==> src/rtl/scan_decoder.sv <==
// scan_decoder: registered N-to-2^N one-hot decoder with a built-in auto-scan mode.
// Direct mode decodes `in` into a one-hot select one cycle later. Scan mode walks a
// one-hot select across all outputs. Each row is held for DWELL cycles, followed by
// BLANK all-zero cycles. frame_done pulses on the first row-0 cycle after a wrap.
// Every output comes straight from a flop, so the row/column drivers never see
// decode glitches.
module scan_decoder #(
    parameter int N     = 3,
    parameter int DWELL = 4,
    parameter int BLANK = 1
) (
    input  logic                clk,
    input  logic                rst,
    input  logic                ena,
    input  logic                mode,
    input  logic [N-1:0]        in,
    output logic [(1<<N)-1:0]   out,
    output logic [N-1:0]        index,
    output logic                frame_done
);

    localparam int OUT_W   = 1 << N;
    // One counter serves both the dwell and the blank phases, so it is sized for the longer one.
    localparam int CNT_MAX = (DWELL > BLANK) ? ((DWELL > 2) ? DWELL : 2)
                                             : ((BLANK > 2) ? BLANK : 2);
    localparam int CNT_W   = $clog2(CNT_MAX);

    localparam logic [CNT_W-1:0] DWELL_LAST = CNT_W'(DWELL - 1);
    // With BLANK == 0 the blank phase is never entered, so this value is unused.
    localparam logic [CNT_W-1:0] BLANK_LAST = CNT_W'((BLANK > 0) ? (BLANK - 1) : 0);
    localparam logic [CNT_W-1:0] CNT_ONE    = CNT_W'(1);
    localparam logic [N-1:0]     IDX_ONE    = N'(1);
    localparam logic [N-1:0]     LAST_ROW   = '1;

    typedef enum logic [1:0] {
        ST_IDLE,
        ST_ACTIVE,
        ST_BLANK
    } state_t;

    state_t             state_q, state_d;
    logic [CNT_W-1:0]   cnt_q, cnt_d;
    logic [N-1:0]       index_q, index_d;
    logic [OUT_W-1:0]   out_q, out_d;
    logic               frame_done_q, frame_done_d;

    logic [N-1:0]       next_row;
    logic               wrap;

    // Returns a one-hot vector with bit `sel` set.
    function automatic logic [OUT_W-1:0] onehot(input logic [N-1:0] sel);
        onehot = OUT_W'(1) << sel;
    endfunction

    // The row index wraps naturally from 2^N-1 back to 0 in N bits.
    assign next_row = index_q + IDX_ONE;
    assign wrap     = (index_q == LAST_ROW);

    // Next-state logic. Direct mode and ena=0 override every scan transition.
    always_comb begin
        state_d      = state_q;
        cnt_d        = cnt_q;
        index_d      = index_q;
        out_d        = '0;
        frame_done_d = 1'b0;

        if (!mode) begin
            // Direct decode: the FSM is parked so that a later switch to scan starts at row 0.
            state_d = ST_IDLE;
            cnt_d   = '0;
            index_d = '0;
            out_d   = ena ? onehot(in) : '0;
        end else if (!ena) begin
            // Disabled while scanning: blank immediately and restart from row 0 when re-enabled.
            state_d = ST_IDLE;
            cnt_d   = '0;
            index_d = '0;
        end else begin
            unique case (state_q)
                ST_IDLE: begin
                    // Starting from idle is not a wrap, so frame_done stays low.
                    state_d = ST_ACTIVE;
                    cnt_d   = '0;
                    index_d = '0;
                    out_d   = onehot('0);
                end
                ST_ACTIVE: begin
                    if (cnt_q == DWELL_LAST) begin
                        cnt_d = '0;
                        if (BLANK > 0) begin
                            state_d = ST_BLANK;
                        end else begin
                            // No gap: step straight to the next row.
                            index_d      = next_row;
                            out_d        = onehot(next_row);
                            frame_done_d = wrap;
                        end
                    end else begin
                        cnt_d = cnt_q + CNT_ONE;
                        out_d = onehot(index_q);
                    end
                end
                ST_BLANK: begin
                    if (cnt_q == BLANK_LAST) begin
                        state_d      = ST_ACTIVE;
                        cnt_d        = '0;
                        index_d      = next_row;
                        out_d        = onehot(next_row);
                        frame_done_d = wrap;
                    end else begin
                        cnt_d = cnt_q + CNT_ONE;
                    end
                end
                default: begin
                    state_d = ST_IDLE;
                    cnt_d   = '0;
                    index_d = '0;
                end
            endcase
        end
    end

    // State and output registers. Reset clears them immediately, even in the middle of a scan.
    always_ff @(posedge clk or negedge rst) begin
        if (!rst) begin
            state_q      <= ST_IDLE;
            cnt_q        <= '0;
            index_q      <= '0;
            out_q        <= '0;
            frame_done_q <= 1'b0;
        end else begin
            state_q      <= state_d;
            cnt_q        <= cnt_d;
            index_q      <= index_d;
            out_q        <= out_d;
            frame_done_q <= frame_done_d;
        end
    end

    assign out        = out_q;
    assign index      = index_q;
    assign frame_done = frame_done_q;

`ifndef SYNTHESIS
    a_onehot0: assert property (@(posedge clk) disable iff (!rst) $onehot0(out_q));
    a_fd_row0: assert property (@(posedge clk) disable iff (!rst)
                                frame_done_q |-> (out_q == OUT_W'(1)));
    a_idle_ix: assert property (@(posedge clk) disable iff (!rst)
                                (state_q == ST_IDLE) |-> (index_q == '0));
`endif

endmodule

==> config.mk <==
export PLATFORM = sky130hd
export DESIGN_NAME = scan_decoder
export DESIGN_NICKNAME = d
export VERILOG_FILES = /design/src/rtl/scan_decoder.sv
export SDC_FILE = /design/constraint.sdc
export NUM_CORES = 1
export LEC_CHECK = 0
export BUFFER_PORTS_ARGS = -buffer_cell sky130_fd_sc_hd__clkbuf_2
export CORE_MARGIN = 2
export CORE_UTILIZATION = 53
export DETAILED_ROUTE_END_ITERATION = 7
export PLACE_DENSITY = 0.77
export SLEW_MARGIN = 15
export SYNTH_ARGS = -nofsm -noshare
export SYNTH_HDL_FRONTEND = slang
export SYNTH_SLANG_ARGS = --single-unit
==> constraint.sdc <==
create_clock -name clk -period 1.9 [get_ports clk]
set_input_delay 0.38 -clock clk [delete_from_list [all_inputs] [get_ports clk]]
set_output_delay 0.38 -clock clk [all_outputs]
set_load 0.1 [all_outputs]
==> load_flow_metrics.sql <==
INSERT INTO impl_metrics (metric_group, metric, value, unit) VALUES
('synth', 'synth_warnings', '0', ''),
('clock_network', 'cts_inserted_buffers', '3', ''),
('timing', 'skew', '1.47', 'ps'),
('status', 'status', 'complete, but fails checks', ''),
('timing', 'setup_viol', '0', ''),
('pwr', 'irDropWorstVdd', '0.322', 'mV'),
('die', 'die_width', '47.3', 'um'),
('routing', 'avgViaCountPerCell', '5.86', ''),
('timing', 'totalNegativeSetupSlack', '0', 'ps'),
('timing', 'slew-limit-headroom', '64.0', '%'),
('routing', 'totalWireLength', '2170', 'um'),
('pwr', 'power_density', '601', 'nW/um^2'),
('finish', 'antennaDiodeCount', '0', ''),
('synth', 'syn-instance-count', '94', ''),
('timing', 'setup_repair_after_global_routing_missed_its_margin', 'false', ''),
('placed_design', 'numPortBuffers', '18', ''),
('placed_design', 'gp_congestion', '0.797', ''),
('synth', 'flip_flop_cell_with_the_highest_count_after_synthesis', 'sky130_fd_sc_hd__dfrtp_1', ''),
('worst_setup_path', 'ff2ff_path_depth', '5', ''),
('timing', 'finalWorstPathRequiredPeriod', '1720', 'ps'),
('worst_setup_path', 'critical_path.startpoint_type', 'register', ''),
('clock_network', 'max-clock-path-buffers', '2', ''),
('synth', 'synth_top_family_by_area', 'adder cells', ''),
('synth', 'synth_sequential_area_ratio', '40.3', '%'),
('global_routing', 'initial_antenna_violation_count', '0', ''),
('synth', 'syn-mean-instance-area', '10.6', 'um^2'),
('timing', 'timing.fmax', '0.582', 'GHz'),
('finish', 'drive_above_1_share', '25.4', '%'),
('synth', 'syn_nets', '117', ''),
('synth', 'synth_compound_gate_area_share', '19.4', '%'),
('worst_setup_path', 'worst_setup_path_end_kind', 'register', ''),
('global_routing', 'track_usage', '23.1', '%'),
('pwr', 'power_leakage', '0.000523', 'uW'),
('die', 'dieArea', '2240', 'um^2'),
('die', 'die-height', '47.3', 'um'),
('timing', 'worst_hold_slack', '-14.8', 'ps'),
('timing', 'transition_at_the_pin_with_the_smallest_max_transition_slack', '542', 'ps'),
('synth', 'post_synth_xor_area_fraction', '0', '%'),
('synth', 'post_synth_instance_area', '995', 'um^2'),
('clock_network', 'clock_tree.root_cell', 'sky130_fd_sc_hd__clkbuf_4', ''),
('worst_setup_path', 'crit_arrival', '1890', 'ps'),
('timing', 'timing.final.ws_setup', '183', 'ps'),
('clock_network', 'cts-resized-gates', '0', ''),
('synth', 'synth_simple_gate_area_share', '16.1', '%'),
('hold_path', 'hold_path_class', 'primary input to asynchronous set/reset pin', ''),
('finish', 'areaGrowthSynthToFinish', '14.7', '%'),
('synth', 'muxShareOfSynthArea', '0', '%'),
('placed_design', 'dpl.hpwl', '1530', 'um'),
('routing', 'via_count', '814', ''),
('timing', 'finalMaxSlewViolations', '0', ''),
('synth', 'post_synth_fa_ha_maj_area_fraction', '20.1', '%'),
('status', 'failed_checks', 'hold timing', ''),
('synth', 'edff_count_synth', '0', ''),
('die', 'number_of_core_rows', '15', ''),
('clock_network', 'cts_hold_repair.buffers', '0', ''),
('placed_design', 'pre_cts_ws', '259', 'ps'),
('clock_network', 'htree_levels', '1', ''),
('global_routing', 'grt_max_degree', '17', ''),
('clock_network', 'tritoncts', 'yes', ''),
('clock_network', 'clkTransAtPathRegs', '100', 'ps'),
('timing', 'hold_viol_final', '16', ''),
('synth', 'yosys.cell_types.count', '29', ''),
('finish', 'finish.net_count', '138', ''),
('clock_network', 'clkSinkCount', '16', ''),
('die', 'initial_utilization', '57.0', '%'),
('synth', 'postSynthRegisterBits', '16', ''),
('global_routing', 'grt_first_pass_wirelength', '3550', 'um'),
('routing', 'initialDrtViolationCount', '13', ''),
('synth', 'ys_async_sr_fraction', '100', '%'),
('die', 'fp.coreArea', '1750', 'um^2'),
('worst_setup_path', 'timing.critical_path.fanout_max', '7', ''),
('routing', 'route.antenna.remaining_nets', '0', ''),
('global_routing', 'overflow', '0', ''),
('clock_network', 'cts_setup_buffers', '0', ''),
('routing', 'detailedRoute.firstPassIterationCount', '4', ''),
('timing', 'post-route-period-util', '90.4', '%'),
('clock_network', 'worst_skew_pair.late_latency', '290', 'ps'),
('die', 'ios', '19', ''),
('run', 'drv_cap', '0', ''),
('worst_setup_path', 'cp_data_required_time', '2080', 'ps'),
('worst_setup_path', 'timing_worst_setup_path_type', 'register to register', ''),
('global_routing', 'first_global_vias', '754', ''),
('routing', 'detail_route.drc_violations', '0', ''),
('routing', 'route.detailed.wl_per_inst', '15.6', 'um');
## layout by cell type (no fill, tap or decap)
| cell type | Yosys | final |
|---|---|---|
| sky130_fd_sc_hd__a41o_1 | 1 | 1 |
| sky130_fd_sc_hd__a22oi_1 | 2 | 2 |
| sky130_fd_sc_hd__a21oi_1 | 4 | 4 |
| sky130_fd_sc_hd__o22ai_1 | 6 | 6 |
| sky130_fd_sc_hd__o21ai_0 | 3 | 3 |
| sky130_fd_sc_hd__and3b_1 | 1 | 1 |
| sky130_fd_sc_hd__nand2b_1 | 2 | 2 |
| sky130_fd_sc_hd__o21ai_1 | 2 | 2 |
| sky130_fd_sc_hd__clkbuf_8 | 0 | 1 |
| sky130_fd_sc_hd__ha_1 | 16 | 16 |
| sky130_fd_sc_hd__and2_1 | 1 | 1 |
| sky130_fd_sc_hd__nor2_1 | 4 | 4 |
| sky130_fd_sc_hd__a31oi_1 | 1 | 1 |
| sky130_fd_sc_hd__or3_1 | 1 | 1 |
| sky130_fd_sc_hd__nand3b_1 | 1 | 1 |
| sky130_fd_sc_hd__clkbuf_4 | 0 | 3 |
| sky130_fd_sc_hd__inv_1 | 7 | 7 |
| sky130_fd_sc_hd__a32oi_1 | 6 | 6 |
| sky130_fd_sc_hd__dfrtp_1 | 16 | 13 |
| sky130_fd_sc_hd__a21oi_2 | 1 | 1 |
| sky130_fd_sc_hd__o32ai_1 | 2 | 2 |
| sky130_fd_sc_hd__nor2b_4 | 2 | 2 |
| sky130_fd_sc_hd__nand4b_1 | 1 | 1 |
| sky130_fd_sc_hd__nor3b_1 | 1 | 1 |
| sky130_fd_sc_hd__or3b_1 | 2 | 2 |
| sky130_fd_sc_hd__nand2_1 | 6 | 6 |
| sky130_fd_sc_hd__dfrtp_2 | 0 | 3 |
| sky130_fd_sc_hd__clkbuf_2 | 0 | 18 |
| sky130_fd_sc_hd__nand3_1 | 1 | 1 |
| sky130_fd_sc_hd__or2_1 | 1 | 1 |
| sky130_fd_sc_hd__nand2b_2 | 1 | 1 |
## path summary, 6_finish.rpt
kind                               to  slack [ps]       start
max                            out[4]         180    index[0]
min                            out[1]         -10         rst
max reg2reg                    out[4]         180    index[0]
min reg2reg                state_q[1]         620  state_q[1]
max in group asynchronous    index[0]        1610         rst
min in group clk               out[1]         330       in[1]
## cell usage after synthesis (2+ instances only)
| library cell | n | share of area, % |
|---|---|---|
| sky130_fd_sc_hd__nand2_1 | 6 | 2.3 |
| sky130_fd_sc_hd__a21oi_1 | 4 | 2.0 |
| sky130_fd_sc_hd__o32ai_1 | 2 | 1.8 |
| sky130_fd_sc_hd__o22ai_1 | 6 | 3.8 |
| sky130_fd_sc_hd__nor2_1 | 4 | 1.5 |
| sky130_fd_sc_hd__a32oi_1 | 6 | 5.3 |
| sky130_fd_sc_hd__a22oi_1 | 2 | 1.5 |
| sky130_fd_sc_hd__inv_1 | 7 | 2.6 |
| sky130_fd_sc_hd__o21ai_0 | 3 | 1.5 |
| sky130_fd_sc_hd__or3b_1 | 2 | 1.8 |
| sky130_fd_sc_hd__nand2b_1 | 2 | 1.3 |
| sky130_fd_sc_hd__dfrtp_1 | 16 | 40 |
| sky130_fd_sc_hd__ha_1 | 16 | 20 |
| sky130_fd_sc_hd__o21ai_1 | 2 | 1.0 |
| sky130_fd_sc_hd__nor2b_4 | 2 | 2.8 |
## metal layers
metal	vias up	routed length, um	GRT usage, %	part of all wire, %
li1	387	-	-	-
met1	398	995	29.1	46
met2	22	1060	38.9	49
met3	7	73	3.46	3.4
met4	0	42	10.0	1.9
met5	-	0	0	0
## sequential cells by signal, summed over array words and instances, names as in the netlist
name	count
cnt_q	2
index	3
out	8
state_q	2
frame_done	1
## power by group
part / internal (uW) / switching (uW) / total [uW]
clock: 117 / 117 / 234
sequential: 346 / 3.93 / 350
combinational: 27.1 / 74.2 / 101
total: 490 / 195 / 686
## cell families (layout without fill, tap and decap cells)
logic type | count (synthesis) | in the layout
buffers and inverters | 9 | 29
AND/OR/NAND/NOR | 25 | 25
flip-flops | 16 | 16
adder cells (fa/ha/maj) | 16 | 16
AO/OA/AOI/OAI | 28 | 28
## metrics by stage
stage                     total power [uW]  utilization [%]  area, um^2  cells
final                                  686             65.4        1140    139
after CTS                              688             65.4        1140    139
after global placement                 456             63.3        1100    135
after detailed placement               458             63.3        1100    135
after floorplan                        430                -         998     94
after global routing                   717             65.4        1140    139
## critical path: stages (launching register included)
cell and delay [ps]:
sky130_fd_sc_hd__dfrtp_2 460, sky130_fd_sc_hd__ha_1 250, sky130_fd_sc_hd__ha_1 290, sky130_fd_sc_hd__and3b_1 250, sky130_fd_sc_hd__a32oi_1 230, sky130_fd_sc_hd__o22ai_1 120
## final cells by class
type | instances | area [um^2]
timing repair buffer | 18 | 90.1
multi-input combinational | 69 | 553
sequential | 16 | 404
fill | 140 | 604
inverter | 7 | 26.3
tap | 25 | 31.3
clock buffer | 4 | 36.3
Power figures use the tool's default switching activity.
